File: config.mk
export PLATFORM = sky130hd
export DESIGN_NAME = input_debouncer
export DESIGN_NICKNAME = d
export VERILOG_FILES = /design/src/rtl/debounce_pkg.sv /design/src/rtl/input_debouncer_sync_2ff.sv /design/src/rtl/input_debouncer.sv
export SDC_FILE = /design/constraint.sdc
export NUM_CORES = 1
export LEC_CHECK = 0
export ABC_AREA = 1
export CAP_MARGIN = 20
export CORE_MARGIN = 1
export CORE_UTILIZATION = 45
export DETAILED_ROUTE_END_ITERATION = 7
export MAX_ROUTING_LAYER = met4
export PLACE_DENSITY = 0.66
export SLEW_MARGIN = 20
export SYNTH_ARGS = -nofsm -noshare
export SYNTH_HDL_FRONTEND = slang
export SYNTH_SLANG_ARGS = --single-unit
File: constraint.sdc
create_clock -name clk -period 2.04 [get_ports clk]
set_clock_uncertainty 0.1 [all_clocks]
set_input_delay 0.306 -clock clk [delete_from_list [all_inputs] [get_ports clk]]
set_output_delay 0.306 -clock clk [all_outputs]
set_load 0.01 [all_outputs]
File: src/rtl/debounce_pkg.sv
// Shared types and constants for the input debouncer.
// Holds the qualification FSM state encoding and the default stability window.
package debounce_pkg;

    localparam int DEFAULT_STABLE_CYCLES = 4;

    typedef enum logic [1:0] {
        LOW       = 2'd0,
        RISE_WAIT = 2'd1,
        HIGH      = 2'd2,
        FALL_WAIT = 2'd3
    } state_e;

endpackage

File: src/rtl/input_debouncer_sync_2ff.sv
// Two-flop synchronizer that brings the asynchronous switch level into the clk domain.
// Both flops clear on synchronous reset so the debouncer restarts from a known low level.
module sync_2ff (
    input  logic clk,
    input  logic rst,
    input  logic d,
    output logic q
);

    logic r_meta;
    logic r_sync;

    always_ff @(posedge clk) begin
        if (rst) begin
            r_meta <= 1'b0;
            r_sync <= 1'b0;
        end else begin
            r_meta <= d;
            r_sync <= r_meta;
        end
    end

    assign q = r_sync;

endmodule

File: src/rtl/input_debouncer.sv
// Debounces a bouncy switch level: a change is accepted only after STABLE_CYCLES consecutive
// identical synchronized samples; a_out, rise and fall are all registered.
//
// Handshake: none. raw_in is a free-running level. a_out is a level; rise and fall are
// single-cycle pulses that are high in the same cycle in which a_out first shows its new value.
module input_debouncer
    import debounce_pkg::*;
#(
    parameter int STABLE_CYCLES = DEFAULT_STABLE_CYCLES,
    parameter int CNT_W         = 8
) (
    input  logic   clk,
    input  logic   rst,
    input  logic   raw_in,
    output logic   a_out,
    output logic   rise,
    output logic   fall,
    output state_e dbg_state
);

    localparam logic [CNT_W-1:0] CNT_LAST = CNT_W'(STABLE_CYCLES - 1);
    localparam logic [CNT_W-1:0] CNT_ONE  = CNT_W'(1);

    logic             w_sync_q;
    state_e           r_state;
    state_e           w_next_state;
    logic [CNT_W-1:0] r_cnt;
    logic [CNT_W-1:0] w_next_cnt;
    logic             w_accept_rise;
    logic             w_accept_fall;
    logic             r_a_out;
    logic             r_rise;
    logic             r_fall;

    sync_2ff u_sync (
        .clk (clk),
        .rst (rst),
        .d   (raw_in),
        .q   (w_sync_q)
    );

    // The counter holds the number of agreeing samples seen so far in a wait state;
    // it is cleared on every accept or reject, so it never passes CNT_LAST.
    always_comb begin
        w_next_state  = r_state;
        w_next_cnt    = r_cnt;
        w_accept_rise = 1'b0;
        w_accept_fall = 1'b0;
        case (r_state)
            LOW: begin
                if (w_sync_q) begin
                    w_next_state = RISE_WAIT;
                    w_next_cnt   = CNT_ONE;
                end
            end
            RISE_WAIT: begin
                if (!w_sync_q) begin
                    w_next_state = LOW;
                    w_next_cnt   = '0;
                end else if (r_cnt == CNT_LAST) begin
                    w_next_state  = HIGH;
                    w_next_cnt    = '0;
                    w_accept_rise = 1'b1;
                end else begin
                    w_next_cnt = r_cnt + CNT_ONE;
                end
            end
            HIGH: begin
                if (!w_sync_q) begin
                    w_next_state = FALL_WAIT;
                    w_next_cnt   = CNT_ONE;
                end
            end
            FALL_WAIT: begin
                if (w_sync_q) begin
                    w_next_state = HIGH;
                    w_next_cnt   = '0;
                end else if (r_cnt == CNT_LAST) begin
                    w_next_state  = LOW;
                    w_next_cnt    = '0;
                    w_accept_fall = 1'b1;
                end else begin
                    w_next_cnt = r_cnt + CNT_ONE;
                end
            end
            default: begin
                w_next_state = LOW;
                w_next_cnt   = '0;
            end
        endcase
    end

    // a_out is registered from the next-state decode so it always matches r_state.
    always_ff @(posedge clk) begin
        if (rst) begin
            r_state <= LOW;
            r_cnt   <= '0;
            r_a_out <= 1'b0;
            r_rise  <= 1'b0;
            r_fall  <= 1'b0;
        end else begin
            r_state <= w_next_state;
            r_cnt   <= w_next_cnt;
            r_a_out <= (w_next_state == HIGH) || (w_next_state == FALL_WAIT);
            r_rise  <= w_accept_rise;
            r_fall  <= w_accept_fall;
        end
    end

    assign a_out     = r_a_out;
    assign rise      = r_rise;
    assign fall      = r_fall;
    assign dbg_state = r_state;

endmodule
**Yosys cells after proc, flatten, opt, wreduce, memory -nomap -nowiden**

Cells that the tools add are included.

- Bits in latches: 0
- Bits of input ports: 3
- Flip-flop bits (word level): 15
- Word-level logic and storage cells: 38
- Memories kept: 0
- ROM bits: 0
- Memory bits (writable): 0
- Output and inout port bits: 5

- Add/subtract/negate cells: 1
- Equality and inequality tests: 8
- Shift operators: 0
- Div/mod/pow operators: 0
- Bitwise operators: 3
- Multipliers: 0
- Reductions and logical operators: 5
- Multiplexer cells: 14
- Magnitude comparators: 0

Operators with widths:

| operator | number |
|---|---|
| 2-to-1 mux 8 bit | 5 |
| case mux 8 bit (4 select lines) | 1 |
| 2-to-1 mux 2 bit | 6 |
| adder 8 x 1 -> 8 bit (second input constant) | 1 |
| == test 2 bit (second input constant) | 4 |
| == test 8 x 2 -> 1 bit (second input constant) | 1 |
| case mux 2 bit (4 select lines) | 1 |
| OR reduction 3 bit | 2 |
| NOT 1 bit | 3 |
| == test 2 x 1 -> 1 bit (second input constant) | 1 |
| zero test 2 bit | 1 |
| inequality test 2 x 1 -> 1 bit (second input constant) | 1 |
| inequality test 2 bit (second input constant) | 1 |
| AND reduction 2 bit | 1 |
| logical OR 1 bit | 1 |
| 2-to-1 mux 1 bit | 1 |

**Logic depth before layout (Yosys ltp)**

Gate-level depths: netlist (run 1).

- Depth in word-level cells: 6
- Depth in mapped cells: 9
- Depth with buffers taken out: 8

**Modules after synthesis**

Synthesis (run 1) repeated with hierarchy kept, for this count alone.

- Cell total of the unflattened synthesis: 86
- Area, all modules: 676.9 um^2

By module, submodules not included:

| module | times used | cells each | area an instance (um^2) | seq. area each (um^2) |
|---|---|---|---|---|
| input_debouncer | 1 | 80 | 621.8 | 240.2 |
| sync_2ff | 1 | 6 | 55.1 | 40.0 |

**Least setup slack after synthesis (run 1)**

Ideal clock, no wire load.

- Path kind: flip-flop to flip-flop
- Start: register r_cnt[0]
- End: register r_a_out (netlist: a_out)
- Library setup time: 0.119 ns
- Slack: 0.735 ns
- Cell stages (with the launch flop): 7
- Data arrival time: 1.086 ns
- Buffers on the path: 0
- Required time: 1.821 ns
- Cell sequence: dfxtp_1 > ha_1 > nand2_2 > nor2_4 > nand2_1 > nand2_1 > o21ai_1

- Cells in the longest elaborated chain, start to end: 6

Ends and longest elaborated chain:

| element | line | source |
|---|---|---|
| start: declaration | input_debouncer.sv:27 | `logic [CNT_W-1:0] r_cnt;` |
| start signal: assignment | input_debouncer.sv:103 | `r_cnt <= w_next_cnt;` |
| == test 8 x 2 -> 1 bit (*) | input_debouncer.sv:60, input_debouncer.sv:78 |  |
| 2-to-1 mux 2 bit, on equally long branches | input_debouncer.sv:78, input_debouncer.sv:60 |  |
| 2-to-1 mux 2 bit, on equally long branches | input_debouncer.sv:75, input_debouncer.sv:57 |  |
| case mux 2 bit (4 select lines) (*) | input_debouncer.sv:49 | `case (r_state)` |
| == test 2 bit | input_debouncer.sv:104 | `r_a_out <= (w_next_state == HIGH) \|\| (w_next_state == FALL_WAIT);` |
| logical OR 1 bit (*) | input_debouncer.sv:104 |  |
| end signal: assignment | input_debouncer.sv:104 |  |
| end: declaration | input_debouncer.sv:31 | `logic r_a_out;` |

Mark *: on every way between the ends. The rest lies on a longest branch, timed or not.
A chain may end at the register's enable or synchronous reset.

**Worst setup path in the final report (run 1)**

- Start: register r_state[0] (netlist: dbg_state[0])
- End: output port dbg_state[0]

RTL lines:

| element | line | source |
|---|---|---|
| start: declaration | input_debouncer.sv:25 | `state_e r_state;` |
| start signal: assignment | input_debouncer.sv:102 | `r_state <= w_next_state;` |
| end: declaration | input_debouncer.sv:18 | `output state_e dbg_state` |

No word-level cell between the ends.

==> metrics.txt, run 1 <==
die footprint 1716 sq um; placed cell count 120; CTS tree done; synthesized area per cell 6.925 sq um; area delta synth->final 15.56%; Slew Limit Fails 0; P_int 394.5 uW; type of origin of the critical path flip-flop; largest net degree at the start of global routing 9; Slowest-stage cell, CP clkdlybuf4s50_1; Routed wire per std cell 10.54 um; dominant synthesized flop cell dfxtp_1; Slew headroom 81.11%; Post-DP HPWL 983.6 um; Pleak 0.0003211 uW; post-DR vias/cell 5.000; Netlist cell types 22; switching power share of the total a little over a fifth; Worst Path Max Fanout 6; VDD IR max approximately 0.00040 V; Final ANT Viol Nets 0; Vias 620; I/O pin total 8; core outline area 1366 sq um; # resized after CTS 0; period utilization between 80 and 90%; Diodes inserted 0; number of synthesized flops with an enable pin 0; Crit. End Element primary output; DRT Pass-1 Iters 4; buffers added on ports 7; CP max stage delay 0.57 ns; CTS buffer count 3; gr usage total roughly 17%; count of final setup violators 0; Clock Tree Root clkbuf_4; total grt overflow 0; WP data arrival 1.28 ns; RSZ-0062 raised after global routing no; clock sinks 14; syn nets between 100 and 150; switching power 110.0 uW; synthesized flop and latch total 14; initial antenna violation count 0; FMAX 593.8 MHz; kind of critical path reg2out; final hold violations 0; Initial Utilization 51.19%; Total Wirelength 1307 um; post-synthesis sequential area ratio 40.07%; fin crit period 1.684 ns; Rows 13; Yosys warning count 0; Pwr Density 624.1 nW/um^2; Synth Instances 101; Reg power frac roughly 56%; # Max-Cap Violations 0; setup TNS 0 ns; Final Net Count 114; Clock transition at path regs 0.08 ns; hold_buf cts 0; first-pass GRT wire length around 2200 um; worst-margin pin slew 0.2829 ns; Clock Power Share around two fifths; post-synthesis async set-or-reset flop share 0%; crit path buf inv count 1; Max clock buf depth 2; Final Instance Count excl. Fillers 124; vias in the first global route 528; Worst-Skew Late Latency approximately 0.29 ns; final weighted congestion in routability-driven placement approximately 0.8; die width roughly 41 um; die span in y 41.43 um; DR iter-0 viols 17; outcome completed; Post-CTS Setup Bufs 0; Crit path required time 1.63 ns; worst-path cell chain clkdlybuf4s50_1; DRC 0; Gate power share under 10%; H-tree Lvls 1; Hold Crit Class reg2reg; share of cells above drive strength 1 13.76%; delay-heaviest family, CP buffers and inverters; synthesized area 699.4 sq um; Fill cells roughly 140
==> layout by cell type (no fill, tap or decap) <==
cell,count
nand2_2,5
clkbuf_4,3
nor2_2,1
clkbuf_8,1
clkinv_1,1
nand4_1,4
ha_1,1
nand2_1,27
o21ai_0,3
o21bai_1,1
nand3_1,4
nor3_1,1
dfxtp_1,14
clkdlybuf4s50_1,7
nor2_1,9
o21ai_1,2
inv_1,13
nor2_4,2
inv_2,1
nand3_2,1
nand3b_2,1
a21oi_1,7
==> stage by stage <==
step | util (%) | hold WS (ns) | cell area, sq um | total power (uW) | worst slack (ns)
2_1_floorplan | - | 0.2883 | 699.4 | 300.1 | 0.7355
3_3_place_gp | 56.50 | 0.2948 | 772.0 | 308.2 | 0.5136
3_5_place_dp | 56.50 | 0.2984 | 772.0 | 308.5 | 0.5211
4_1_cts | 59.16 | 0.3105 | 808.3 | 508.0 | 0.3490
5_1_grt | 59.16 | 0.3419 | 808.3 | 518.1 | 0.3009
6_report | 59.16 | 0.3055 | 808.3 | 504.4 | 0.3559
==> synthesized netlist by cell type, types with 2 or more instances <==
library cell | instances | area share (%)
a21oi_1 | 7 | 5.0
dfxtp_1 | 14 | 40
inv_1 | 13 | 7.0
nand2_1 | 27 | 14
nand2_2 | 5 | 4.5
nand3_1 | 4 | 2.9
nand4_1 | 4 | 3.6
nor2_1 | 9 | 4.8
nor2_4 | 2 | 3.2
o21ai_0 | 3 | 2.1
o21ai_1 | 2 | 1.4
==> state kept, by name, indices dropped and copies added (netlist names) <==
register	flops
fall	1
dbg_state	1
u_sync.q	1
rise	1
a_out	1
u_sync.r_meta	1
r_cnt	8
==> cell families (layout without fill, tap and decap cells) <==
group / count (synthesis) / count (layout) / share of synthesized area (%)
AOI/OAI and AO/OA: 13 / 13 / 9.659
DFF: 14 / 14 / 40.07
adders and majority gates: 1 / 1 / 1.789
and+or+nand+nor: 55 / 55 / 38.10
buffers and inverters: 18 / 26 / 10.37
==> cell type report <==
cell class	count	area [sq um]	area share (%)
sequential	14	280.3	34.67
inverter	15	56.30	6.966
multi-input combinational	69	346.6	42.88
clock buffer	4	36.28	4.489
timing repair buffer	7	70.07	8.669
tap	15	18.77	2.322
==> routing by layer <==
layer  vias to the layer above  routed length (um)  GRT usage (%)
li1                        337                   -              -
met1                       258                 651          23.85
met2                        20                 531          23.75
met3                         5                  86          2.609
met4                         0                  38          9.677
met5                         -                   0              -
==> power by group through the flow <==
| stage | Sequential (uW) | Clock, uW | Combinational, uW |
|---|---|---|---|
| after floorplan | 286 | 0 | 14.1 |
| after global placement | 286 | 0 | 21.8 |
| after detailed placement | 286 | 0 | 22.0 |
| after CTS | 280 | 206 | 22.3 |
| after global routing | 281 | 212 | 24.8 |
| final | 280 | 202 | 22.1 |
==> path summary, 6_finish.rpt <==
path	slack [ns]	to	startpoint	cells after the start
setup / recovery	0.36	dbg_state[0]	dbg_state[0]$_SDFF_PP0_	1
hold / removal	0.31	u_sync.q$_SDFF_PP0_	u_sync.r_meta$_SDFF_PP0_	2
setup reg to reg	0.59	a_out$_SDFF_PP0_	r_cnt[0]$_SDFFE_PP0P_	6
hold reg to reg	0.31	u_sync.q$_SDFF_PP0_	u_sync.r_meta$_SDFF_PP0_	2
Note: power is estimated with default switching activity, not from simulation.
==> run 2: changes to the inputs <==
Settings changed: PLACE_DENSITY 0.66 to 0.69.
Clock period 2.04 ns to 1.4 ns, I/O delays scaled along.
==> run 2 against run 1 <==
Sequential share of layout area shrank 0.79 points. Die area is the same. Sequential power grew 45%. Via count grew 1.3%. Final cell count grew 3.2%. Power grew 48%. Core utilization grew 2.2 points. Highest routed layer unchanged. Count of clock-buffer cells in the layout is the same.
==> metrics.txt, run 2 (same netlist as run 1, synthesis figures left out) <==
largest net degree at the start of global routing 9; share of cells above drive strength 1 20.35%; post-DR vias/cell 4.906; Vias between 600 and 700; initial antenna violation count 0; fin crit period between 1 and 1.5 ns; final hold violations 0; most common cell after layout, fill and taps aside nand2_1; setup TNS 0 ns; Placed Instance Area roughly 800 sq um; DRT Pass-1 Iters 4; total grt overflow 0; Crit path required time about 1.5 ns; Post-CTS Setup Bufs 0; Diodes inserted 0; flip-flop and latch area 284.0 sq um; commonest non-fill, non-tap cells in the layout nand2_1, inv_1, dfxtp_1; path depth of the worst reg2reg path 6; gr usage total 17.73%; Hold Crit Class reg2reg; Gate power share 5.2%; clock sinks 14; Slew headroom approximately 84%; Max clock buf depth 2; Pleak 0.0003646 uW; Final Net Count 118; Initial Utilization 51.19%; Worst Path Max Fanout 4; post-route cell area 838.3 sq um; core outline area 1366 sq um; hold_buf cts 0; Final Instance Count excl. Fillers 128; I/O pin total 8; Hold Startpoint u_sync.r_meta$_SDFF_PP0_; Reg with most FFs r_cnt; worst-margin pin slew 0.2365 ns; Rows 13; Clock Power Share approximately 40%; vias in the first global route 590; count of final setup violators 0; hold path cells 2; die span in y 41.43 um; first-pass GRT wire length 2304 um; # Max-Cap Violations 0; DRC 0; Clock Tree Root clkbuf_4; switching power 166.1 uW; Critical R2R Launch r_cnt[1]$_SDFFE_PP0P_; CTS buffer count 3; WP data arrival 1.40 ns; CTS tree done; switching power share of the total 22.31%; R2R setup slack about 0.13 ns; Clock transition at path regs ~0.090 ns; worst hold path endpoint u_sync.q$_SDFF_PP0_; buffers added on ports 7; DR iter-0 viols 21; Total Wirelength 1354 um; max reg flops 8; Crit. End Element flip-flop; area delta synth->final 19.86%; Pwr Density 887.9 nW/um^2; RSZ-0062 raised after global routing no; Multi-input gate area between 300 and 400 sq um; Routed wire per std cell 10.58 um; Post-DP HPWL 954.9 um; final weighted congestion in routability-driven placement ~0.84; terminus of the critical flop-to-flop path r_cnt[4]$_SDFFE_PP0P_; die footprint 1716 sq um; placed cell count 124; period utilization 90.36%; Fill cells 132; FMAX 790.4 MHz; P_int 578.2 uW; H-tree Lvls 1; Worst-Skew Late Latency 0.29 ns; Slew Limit Fails 0; VDD IR max 0.0006783 V; kind of critical path reg2reg; Final ANT Viol Nets 0; Reg power frac 54.6%; die width 41.43 um; type of origin of the critical path flip-flop; outcome completed
run 2: cell count changes in the layout (fill, tap and decap cells not counted):
cell / previous run / this run
buf_4: 0 / 4
ha_1: 1 / 0
dfxtp_2: 0 / 3
ha_2: 0 / 1
clkdlybuf4s50_1: 7 / 2
dlygate4sd2_1: 0 / 5
dfxtp_1: 14 / 11
run 2: area by class of cell:
cell class | count | area share (%)
multi-input combinational | 69 | 41.64
sequential | 14 | 33.88
timing repair buffer | 11 | 11.19
inverter | 15 | 6.716
clock buffer | 4 | 4.328
tap | 15 | 2.239
run 2: how the worst max path moves through the flow:
stage | slack, ns | endpoint | startpoint | cells past startpoint
6_report | 0.13 | r_cnt[4]$_SDFFE_PP0P_ | r_cnt[1]$_SDFFE_PP0P_ | 6
5_1_grt | 0.005 | r_cnt[4]$_SDFFE_PP0P_ | r_cnt[1]$_SDFFE_PP0P_ | 6
4_1_cts | 0.12 | r_cnt[4]$_SDFFE_PP0P_ | r_cnt[1]$_SDFFE_PP0P_ | 6
3_5_place_dp | 0.13 | dbg_state[1] | a_out$_SDFF_PP0_ | 1
3_3_place_gp | 0.14 | dbg_state[0] | dbg_state[0]$_SDFF_PP0_ | 1
2_1_floorplan | 0.1 | a_out$_SDFF_PP0_ | r_cnt[0]$_SDFFE_PP0P_ | 6
run 2: routing by layer:
layer | routed length (um) | GRT usage [%] | share of wire [%] | up-vias
li1 | - | - | - | 341
met1 | 702 | 21.77 | 52 | 269
met2 | 580 | 27.50 | 43 | 12
met3 | 39 | 2.609 | 2.9 | 6
met4 | 33 | 10.32 | 2.4 | 0
met5 | 0 | - | 0 | -
run 2: stage by stage:
stage / hold WS (ns) / utilization (%) / setup WS [ns] / total power (uW)
finish: 0.3066 / 61.36 / 0.1349 / 744.3
global route: 0.3462 / 61.36 / 0.005227 / 763.2
floorplan: 0.2170 / - / 0.09549 / 437.3
detailed placement: 0.2964 / 58.70 / 0.1270 / 454.6
global placement: 0.2895 / 58.70 / 0.1407 / 454.3
CTS: 0.3085 / 61.08 / 0.1213 / 743.5
run 2: what timing repair did:
action                     4_1_cts  5_1_grt
gates resized for setup          7        2
pin swaps                        0        1
setup endpoints to repair        5        1
gates cloned                     0        0
run 2: critical path: stages (launching register included):
cell      delay (ns)
dfxtp_2         0.34
ha_2            0.19
buf_4           0.13
nand2_1         0.07
o21bai_1        0.16
nand3_1         0.09
a21oi_1         0.12
run 2: power by group through the flow:
stage	clock [uW]	sequential, uW	combinational [uW]
after floorplan	0	417	20.5
after global placement	0	415	38.9
after detailed placement	0	416	39.0
after CTS	299	406	38.6
after global routing	313	407	43.3
final	299	406	38.5
